`src/rtl/mem_port_arbiter.sv`:
```
// Two-requester arbiter for the shared memory port: fetch (0) and LSU (1).
// State | meaning: IDLE = port free, arbitrate on req; ACCESS = winner owns port, wait mem_ready or watchdog.
module mem_port_arbiter #(
    parameter int ROUND_ROBIN = 1,
    parameter int TIMEOUT     = 16,
    parameter int CNT_W       = 8
) (
    input  logic clk,
    input  logic rst_n,
    input  logic req0,
    input  logic req1,
    input  logic we1,
    output logic gnt0,
    output logic gnt1,
    output logic done0,
    output logic done1,
    output logic err0,
    output logic err1,
    output logic mem_sel,
    output logic mem_req,
    output logic mem_we,
    input  logic mem_ready
);

    typedef enum logic {ST_IDLE = 1'b0, ST_ACCESS = 1'b1} state_t;

    localparam logic [CNT_W-1:0] CNT_LAST = CNT_W'(TIMEOUT - 1);

    state_t             r_state;
    logic [CNT_W-1:0]   r_cnt;
    logic               r_last;
    logic               r_gnt0, r_gnt1, r_done0, r_done1, r_err0, r_err1;
    logic               r_sel, r_req, r_we;

    state_t             w_state_nxt;
    logic [CNT_W-1:0]   w_cnt_nxt;
    logic               w_last_nxt;
    logic               w_gnt0_nxt, w_gnt1_nxt, w_done0_nxt, w_done1_nxt;
    logic               w_err0_nxt, w_err1_nxt;
    logic               w_sel_nxt, w_req_nxt, w_we_nxt;
    logic               w_any_req, w_winner, w_timeout;

    assign w_any_req = req0 | req1;
    // On a tie the round-robin mode hands the port to whoever did not win last.
    assign w_winner  = (req0 && req1) ? ((ROUND_ROBIN != 0) ? ~r_last : 1'b1) : req1;
    assign w_timeout = (TIMEOUT != 0) && (r_cnt == CNT_LAST);

    always_ff @(posedge clk or negedge rst_n) begin
        if (!rst_n) begin
            r_state <= ST_IDLE;
            r_cnt   <= '0;
            r_last  <= 1'b1;
            r_gnt0  <= 1'b0;
            r_gnt1  <= 1'b0;
            r_done0 <= 1'b0;
            r_done1 <= 1'b0;
            r_err0  <= 1'b0;
            r_err1  <= 1'b0;
            r_sel   <= 1'b0;
            r_req   <= 1'b0;
            r_we    <= 1'b0;
        end else begin
            r_state <= w_state_nxt;
            r_cnt   <= w_cnt_nxt;
            r_last  <= w_last_nxt;
            r_gnt0  <= w_gnt0_nxt;
            r_gnt1  <= w_gnt1_nxt;
            r_done0 <= w_done0_nxt;
            r_done1 <= w_done1_nxt;
            r_err0  <= w_err0_nxt;
            r_err1  <= w_err1_nxt;
            r_sel   <= w_sel_nxt;
            r_req   <= w_req_nxt;
            r_we    <= w_we_nxt;
        end
    end

    always_comb begin
        w_state_nxt = r_state;
        case (r_state)
            ST_IDLE:   if (w_any_req) w_state_nxt = ST_ACCESS;
            ST_ACCESS: if (mem_ready || w_timeout) w_state_nxt = ST_IDLE;
            default:   w_state_nxt = ST_IDLE;
        endcase
    end

    always_comb begin
        w_cnt_nxt   = r_cnt;
        w_last_nxt  = r_last;
        w_gnt0_nxt  = r_gnt0;
        w_gnt1_nxt  = r_gnt1;
        w_done0_nxt = 1'b0;
        w_done1_nxt = 1'b0;
        w_err0_nxt  = 1'b0;
        w_err1_nxt  = 1'b0;
        w_sel_nxt   = r_sel;
        w_req_nxt   = r_req;
        w_we_nxt    = r_we;
        case (r_state)
            ST_IDLE: begin
                if (w_any_req) begin
                    w_sel_nxt  = w_winner;
                    w_req_nxt  = 1'b1;
                    w_gnt0_nxt = ~w_winner;
                    w_gnt1_nxt = w_winner;
                    w_we_nxt   = w_winner & we1;
                    w_cnt_nxt  = '0;
                    w_last_nxt = w_winner;
                end else begin
                    w_req_nxt  = 1'b0;
                    w_gnt0_nxt = 1'b0;
                    w_gnt1_nxt = 1'b0;
                    w_we_nxt   = 1'b0;
                end
            end
            ST_ACCESS: begin
                // mem_ready takes precedence over a watchdog expiry on the same edge.
                if (mem_ready || w_timeout) begin
                    w_req_nxt   = 1'b0;
                    w_we_nxt    = 1'b0;
                    w_gnt0_nxt  = 1'b0;
                    w_gnt1_nxt  = 1'b0;
                    w_done0_nxt = mem_ready & ~r_sel;
                    w_done1_nxt = mem_ready & r_sel;
                    w_err0_nxt  = ~mem_ready & ~r_sel;
                    w_err1_nxt  = ~mem_ready & r_sel;
                end else if (TIMEOUT != 0) begin
                    w_cnt_nxt = r_cnt + CNT_W'(1);
                end
            end
            default: ;
        endcase
    end

    assign gnt0    = r_gnt0;
    assign gnt1    = r_gnt1;
    assign done0   = r_done0;
    assign done1   = r_done1;
    assign err0    = r_err0;
    assign err1    = r_err1;
    assign mem_sel = r_sel;
    assign mem_req = r_req;
    assign mem_we  = r_we;

endmodule

```
`config.mk`:
```
export PLATFORM = sky130hd
export DESIGN_NAME = mem_port_arbiter
export DESIGN_NICKNAME = d
export VERILOG_FILES = /design/src/rtl/mem_port_arbiter.sv
export SDC_FILE = /design/constraint.sdc
export NUM_CORES = 1
export LEC_CHECK = 0
export CORE_MARGIN = 4
export CORE_UTILIZATION = 50
export DETAILED_ROUTE_END_ITERATION = 6
export GPL_TIMING_DRIVEN = 0
export PLACE_DENSITY_LB_ADDON = 0.1
export SETUP_SLACK_MARGIN = 0.1
export SYNTH_ARGS = -nofsm -noshare
export SYNTH_HDL_FRONTEND = slang
export SYNTH_SLANG_ARGS = --single-unit
```
`constraint.sdc`:
```
create_clock -name clk -period 2.7 [get_ports clk]
set_input_delay 0.405 -clock clk [delete_from_list [all_inputs] [get_ports clk]]
set_output_delay 0.405 -clock clk [all_outputs]
set_load 0.05 [all_outputs]
```
==> results of run 1 <==
[layout by cell type, fill, tap and decap left out, types with 2 or more instances in the layout]
cell type,count
a21oi_1,4
nand3b_1,2
o21ai_0,2
inv_1,4
and2_1,2
a21o_1,2
nand3_1,8
o221ai_1,2
a22o_1,2
nand2_1,11
clkbuf_4,3
and3_1,2
nand2b_1,4
dfrtp_1,18
nand4b_1,2
clkdlybuf4s50_1,14
clkbuf_1,3
nor2_1,8
[worst paths after layout]
path / slack (ns) / to / cells past startpoint / startpoint
max in group asynchronous: 1.61 / mem_req / 1 / rst_n
max reg2reg: 0.70 / r_cnt[3] / 6 / r_cnt[0]
min: 0.50 / gnt1 / 1 / gnt1
max: 0.70 / r_cnt[3] / 6 / r_cnt[0]
min reg2reg: 0.50 / gnt1 / 1 / gnt1
min in group asynchronous: 0.58 / r_cnt[4] / 1 / rst_n
[cells in the mapped netlist (2+ instances only)]
cell,number
o21ai_0,2
dfrtp_1,18
nor2_1,8
a21o_1,2
and2_1,2
clkbuf_1,2
a22o_1,2
inv_1,4
nand3b_1,2
and3_1,2
nand2_1,11
nand3_1,8
nand4b_1,2
nand2b_1,4
o221ai_1,2
a21oi_1,4
[metrics by stage]
| stage | setup slack (ns) | cell area (µm²) | hold slack [ns] | cells |
|---|---|---|---|---|
| 2_1_floorplan | 0.816 | 871 | 0.109 | 88 |
| 3_3_place_gp | 0.612 | 1030 | 0.464 | 118 |
| 3_5_place_dp | 0.604 | 1030 | 0.474 | 118 |
| 4_1_cts | 0.688 | 1060 | 0.499 | 122 |
| 5_1_grt | 0.578 | 1060 | 0.512 | 122 |
| 6_report | 0.702 | 1060 | 0.496 | 122 |
[layout make-up]
| type | count | share of cell area (%) |
|---|---|---|
| repair buffers | 14 | 13.3 |
| well taps | 16 | 1.89 |
| plain buffers | 4 | 2.25 |
| clock buffers | 4 | 2.49 |
| multi-input cells | 61 | 33.6 |
| inverters | 4 | 1.42 |
| flip-flops and latches | 19 | 45.1 |
[logic make-up after synthesis]
logic type               synth area share [%]
AND/OR/NAND/NOR                          27.2
flip-flops                               54.7
AO/OA/AOI/OAI                            12.2
buffers and inverters                    4.45
adder cells (fa/ha/maj)                  1.44
[flip-flops by register name, summed over array words and instances, names as in the netlist]
signal and cells:
mem_sel 1, gnt0 1, mem_req 1, err0 1, r_state 1, done0 1
gnt1 1, r_last 1, done1 1, r_cnt 8, mem_we 1, err1 1
[worst register-to-register path, stage by stage, from the launching register on]
cell and delay, ns:
dfrtp_1 0.43, ha_1 0.23, and3_1 0.16, buf_6 0.13, a311o_1 0.40, or4b_1 0.51, nand3_1 0.09
[report_power, final]
part | switching [mW] | total (mW) | internal, mW
combinational | 0.150 | 0.251 | 0.101
sequential | 0.0669 | 0.419 | 0.352
clock | 0.0794 | 0.137 | 0.0573
total | 0.297 | 0.807 | 0.510
[layer usage]
metal  vias up  global-route usage [%]
met1       331                    19.3
met4         0                    4.15
li1        345                       -
met5         -                       0
met2        19                    22.2
met3         2                    2.71
==> run_results.csv, run 1 <==
group,metric,value,unit
clock_tree,tritoncts,"yes",
routing,drt-total-wl,1630,µm
synthesis,synthDistinctLibCells,29,
clock_tree,clock_latency,0.28,ns
layout,fill_cells,120,
routing,drc,0,
clock_tree,cts_buffers,3,
layout,fin_nets,114,
global_route,grt_pass1_vias,650,
pwr,pwr_density_cell,763,nW/µm²
critical_path,start_kind,"flip-flop",
layout,regArea,477,µm²
die,die-area,2470,µm²
routing,vias,697,
die,io_pins,15,
timing,clock_skew,0.00456,ns
pwr,leakagePower,0.475,nW
global_route,antenna_found_initial,0,
pwr,power,807,µW
critical_path,cp_cell_sequence,"ha_1, and3_1, buf_6, a311o_1, or4b_1, nand3_1",
synthesis,synthesis.nets,95,
critical_path,worst_path_max_delay_cell,"or4b_1",
synthesis,yosys.area.top_type,"dfrtp_1",
routing,highest_layer,"met4",
routing,dr.pass1.iters,4,
timing,fmax,0.500,GHz
clock_tree,clock-sinks,19,
clock_tree,cts_resized,0,
synthesis,syn_avg_cell_area,9.90,µm²
global_route,grt-ovfl-total,0,
critical_path,worst-path-max-fanout,6,
clock_tree,cts.path.max_buffers,2,
routing,ant_nets,0,
critical_path,end_kind,"flip-flop",
layout,drive_gt1_share,5.66,%
timing,report.final.slew_viol_count,0,
layout,area_growth,21.4,%
placement,gp_congestion,0.810,
job,drv_cap,0,
critical_path,critical_path_class,"reg2reg",
layout,diodes,0,
routing,route.met2.wl,728,µm
die,fp.dieW,49.7,µm
synthesis,synth_edf_count,0,
placement,portBuffers,14,
synthesis,synth.top_cell.area_share,51.7,%
critical_path,crit_required,2.93,ns
die,core_area,1580,µm²
routing,wl_per_cell,13.3,µm
min_path,hold_class,"reg2reg",
critical_path,crit_buf_inv,1,
critical_path,crit_family,"simple AND/OR/NAND/NOR gates",
global_route,grt_pass1_wl,2730,µm
timing,max_slew_margin,45.3,%
routing,drtIter0Drc,15,
status,run_status,"finished, final reports clean",
timing,hold_violations,0,
synthesis,syn-instance-count,88,
placement,dp_hpwl,1150,µm
critical_path,crit_arrival,2.23,ns
layout,fin_util,67.1,%
synthesis,syn_area,871,µm²
timing,period_share,74.0,%
synthesis,ys_ff_latch,19,
die,start_util,55.2,%
critical_path,max_stage_delay,0.51,ns
die,num_rows,14,
synthesis,async_flop_share,100,%
die,die_h,49.7,µm
synthesis,synthTopCellsByArea,"dfrtp_1 (52%), nand2_1 (4.7%), nand3_1 (4.6%)",
pwr,vdd_drop_max,443,µV
timing,setup_viol,0,
clock_tree,htreeDepth,1,
clock_tree,clkTransAtPathRegs,0.10,ns
timing,min_period,2.00,ns
synthesis,ys.flop_type,"dfrtp_1",
routing,met1_length,816,µm
timing,fin_setup_tns,0,ns
clock_tree,holdBufCountCts,0,
clock_tree,cts_setup_buffers,0,
synthesis,ys_warn_count,0,
synthesis,ys_seq_area_share,54.7,%
timing,rsz0062_at_grt,"no",
clock_tree,cts-root-buf,"clkbuf_4",
routing,vias_per_cell,5.71,
layout,multi_input_area,355,µm²
global_route,track_usage,14.0,%
routing,wl_met3,64,µm
global_route,grt_start_max_net_pins,20,
timing,tightest_slew,0.817,ns
(Power assumes the default switching activity.)
==> run 2, diff against run 1 <==
- clock period: 2.7 -> 2 ns (I/O delays scaled with it)
==> run_results.csv, run 2 (synthesis results as in run 1) <==
group,metric,value,unit
global_route,antenna_found_initial,0,
pwr,vdd_drop_max,621,µV
critical_path,cp_cell_sequence,"clkdlybuf4s50_1",
critical_path,end_kind,"output pin",
placement,portBuffers,14,
critical_path,crit_path_start,"mem_sel",
placement,dp_hpwl,1150,µm
global_route,grt_pass1_wl,2800,µm
layout,fill_cells,116,
timing,fmax,0.553,GHz
clock_tree,clkTransAtPathRegs,0.11,ns
die,die_h,49.7,µm
layout,fin_nets,119,
timing,period_share,90.4,%
die,num_rows,14,
layout,regArea,477,µm²
die,start_util,55.2,%
pwr,power,1.16,mW
clock_tree,clock_latency,0.29,ns
critical_path,crit_arrival,1.51,ns
critical_path,r2r_setup_slack,0.21,ns
critical_path,start_kind,"flip-flop",
pwr,pwr_density_cell,1050,nW/µm²
critical_path,worst_path_max_delay_cell,"clkdlybuf4s50_1",
critical_path,r2r-start,"r_cnt[1]",
die,io_pins,15,
timing,setup_viol,0,
status,run_status,"finished, final reports clean",
layout,layout_commonest_cell,"dfrtp_1",
routing,drtIter0Drc,15,
timing,report.final.slew_viol_count,0,
critical_path,path_depth,1,
layout,fin_util,70.1,%
routing,wl_per_cell,13.7,µm
critical_path,r2r_end,"r_cnt[3]",
pwr,leakagePower,0.497,nW
layout,multi_input_area,369,µm²
critical_path,cp-endpoint,"mem_sel",
layout,drive_gt1_share,12.6,%
timing,tightest_slew,0.815,ns
clock_tree,tritoncts,"yes",
routing,ant_nets,0,
critical_path,reg2reg_depth,5,
layout,area_growth,26.9,%
layout,final_cell_mix,"dfrtp_1 (18), clkdlybuf4s50_1 (14), nand2_1 (11), nor2_1 (8), nand3_1 (8)",
critical_path,critical_path_class,"reg2out",
global_route,grt-ovfl-total,0,
layout,largest_register,"r_cnt",
routing,drc,0,
layout,instances_no_fill,127,
timing,clock_skew,0.00847,ns
timing,fin_ws,0.192,ns
min_path,hold_class,"in2async",
critical_path,crit_buf_inv,1,
clock_tree,clock-sinks,19,
critical_path,crit_family,"buffers and inverters",
critical_path,max_stage_delay,0.82,ns
placement,dp_cells,118,
routing,dr.pass1.iters,4,
clock_tree,cts-root-buf,"clkbuf_4",
routing,vias,714,
routing,drt-total-wl,1740,µm
layout,largest_reg_flops,8,
job,drv_cap,0,
clock_tree,holdBufCountCts,0,
timing,max_slew_margin,45.5,%
routing,vias_per_cell,5.62,
die,fp.dieW,49.7,µm
critical_path,crit_required,1.70,ns
timing,min_period,1.81,ns
global_route,grt_pass1_vias,660,
die,core_area,1580,µm²
global_route,track_usage,14.4,%
placement,gp_congestion,0.810,
critical_path,worst-path-max-fanout,5,
clock_tree,cts_buffers,3,
timing,fin_setup_tns,0,ns
timing,hold_violations,0,
global_route,grt_start_max_net_pins,20,
placement,dp_slack,0.00760,ns
clock_tree,htreeDepth,1,
clock_tree,cts.path.max_buffers,2,
die,die-area,2470,µm²
layout,diodes,0,
timing,rsz0062_at_grt,"no",
==> run 2: cell types whose count changed in the layout (fill, tap and decap cells not counted), sizes merged <==
cell and delta:
buf +5
==> run 2: area by class of cell <==
type / count / share of cell area (%)
inverter: 4 / 1.36
tap: 16 / 1.81
multi-input combinational: 61 / 33.4
clock buffer: 4 / 2.38
buffer: 3 / 1.13
sequential: 19 / 43.1
timing repair buffer: 20 / 16.8
==> run 2: how the worst min path moves through the flow <==
| stage | from | endpoint | slack (ns) | cells after the start |
|---|---|---|---|---|
| floorplan | rst_n | done0 | 0.004 | 0 |
| global placement | gnt1 | gnt1 | 0.46 | 1 |
| detailed placement | gnt1 | gnt1 | 0.47 | 1 |
| CTS | gnt0 | gnt0 | 0.50 | 2 |
| global route | gnt0 | gnt0 | 0.51 | 2 |
| finish | rst_n | r_cnt[4] | 0.47 | 1 |
==> run 2: per-stage QoR <==
| step | hold slack (ns) | instance area, µm² |
|---|---|---|
| after floorplan | 0.00441 | 871 |
| after global placement | 0.464 | 1030 |
| after detailed placement | 0.474 | 1030 |
| after CTS | 0.499 | 1070 |
| after global routing | 0.512 | 1100 |
| final | 0.471 | 1100 |
==> run 2: where the power goes <==
| part | total, mW | switching, mW | internal (mW) |
|---|---|---|---|
| Sequential | 0.567 | 0.0920 | 0.475 |
| Combinational | 0.408 | 0.227 | 0.181 |
| Clock | 0.187 | 0.110 | 0.0773 |
| Total | 1.16 | 0.429 | 0.733 |
==> run 2: per-layer routing <==
metal	share of wire [%]	up-vias	GRT usage, %
met5	0	-	0
met4	0.92	0	4.15
met3	2.8	2	2.71
met2	46	17	23.6
met1	50	337	19.3
li1	-	358	-
==> run 2: timing repair <==
| action | in CTS | in global routing |
|---|---|---|
| buffers inserted | 2 | 4 |
| pin swaps | 1 | 4 |
| cloned | 0 | 0 |
| hold endpoints to repair | 0 | 0 |
| gates resized for setup | 0 | 3 |
| endpoints found under the setup margin | 1 | 2 |
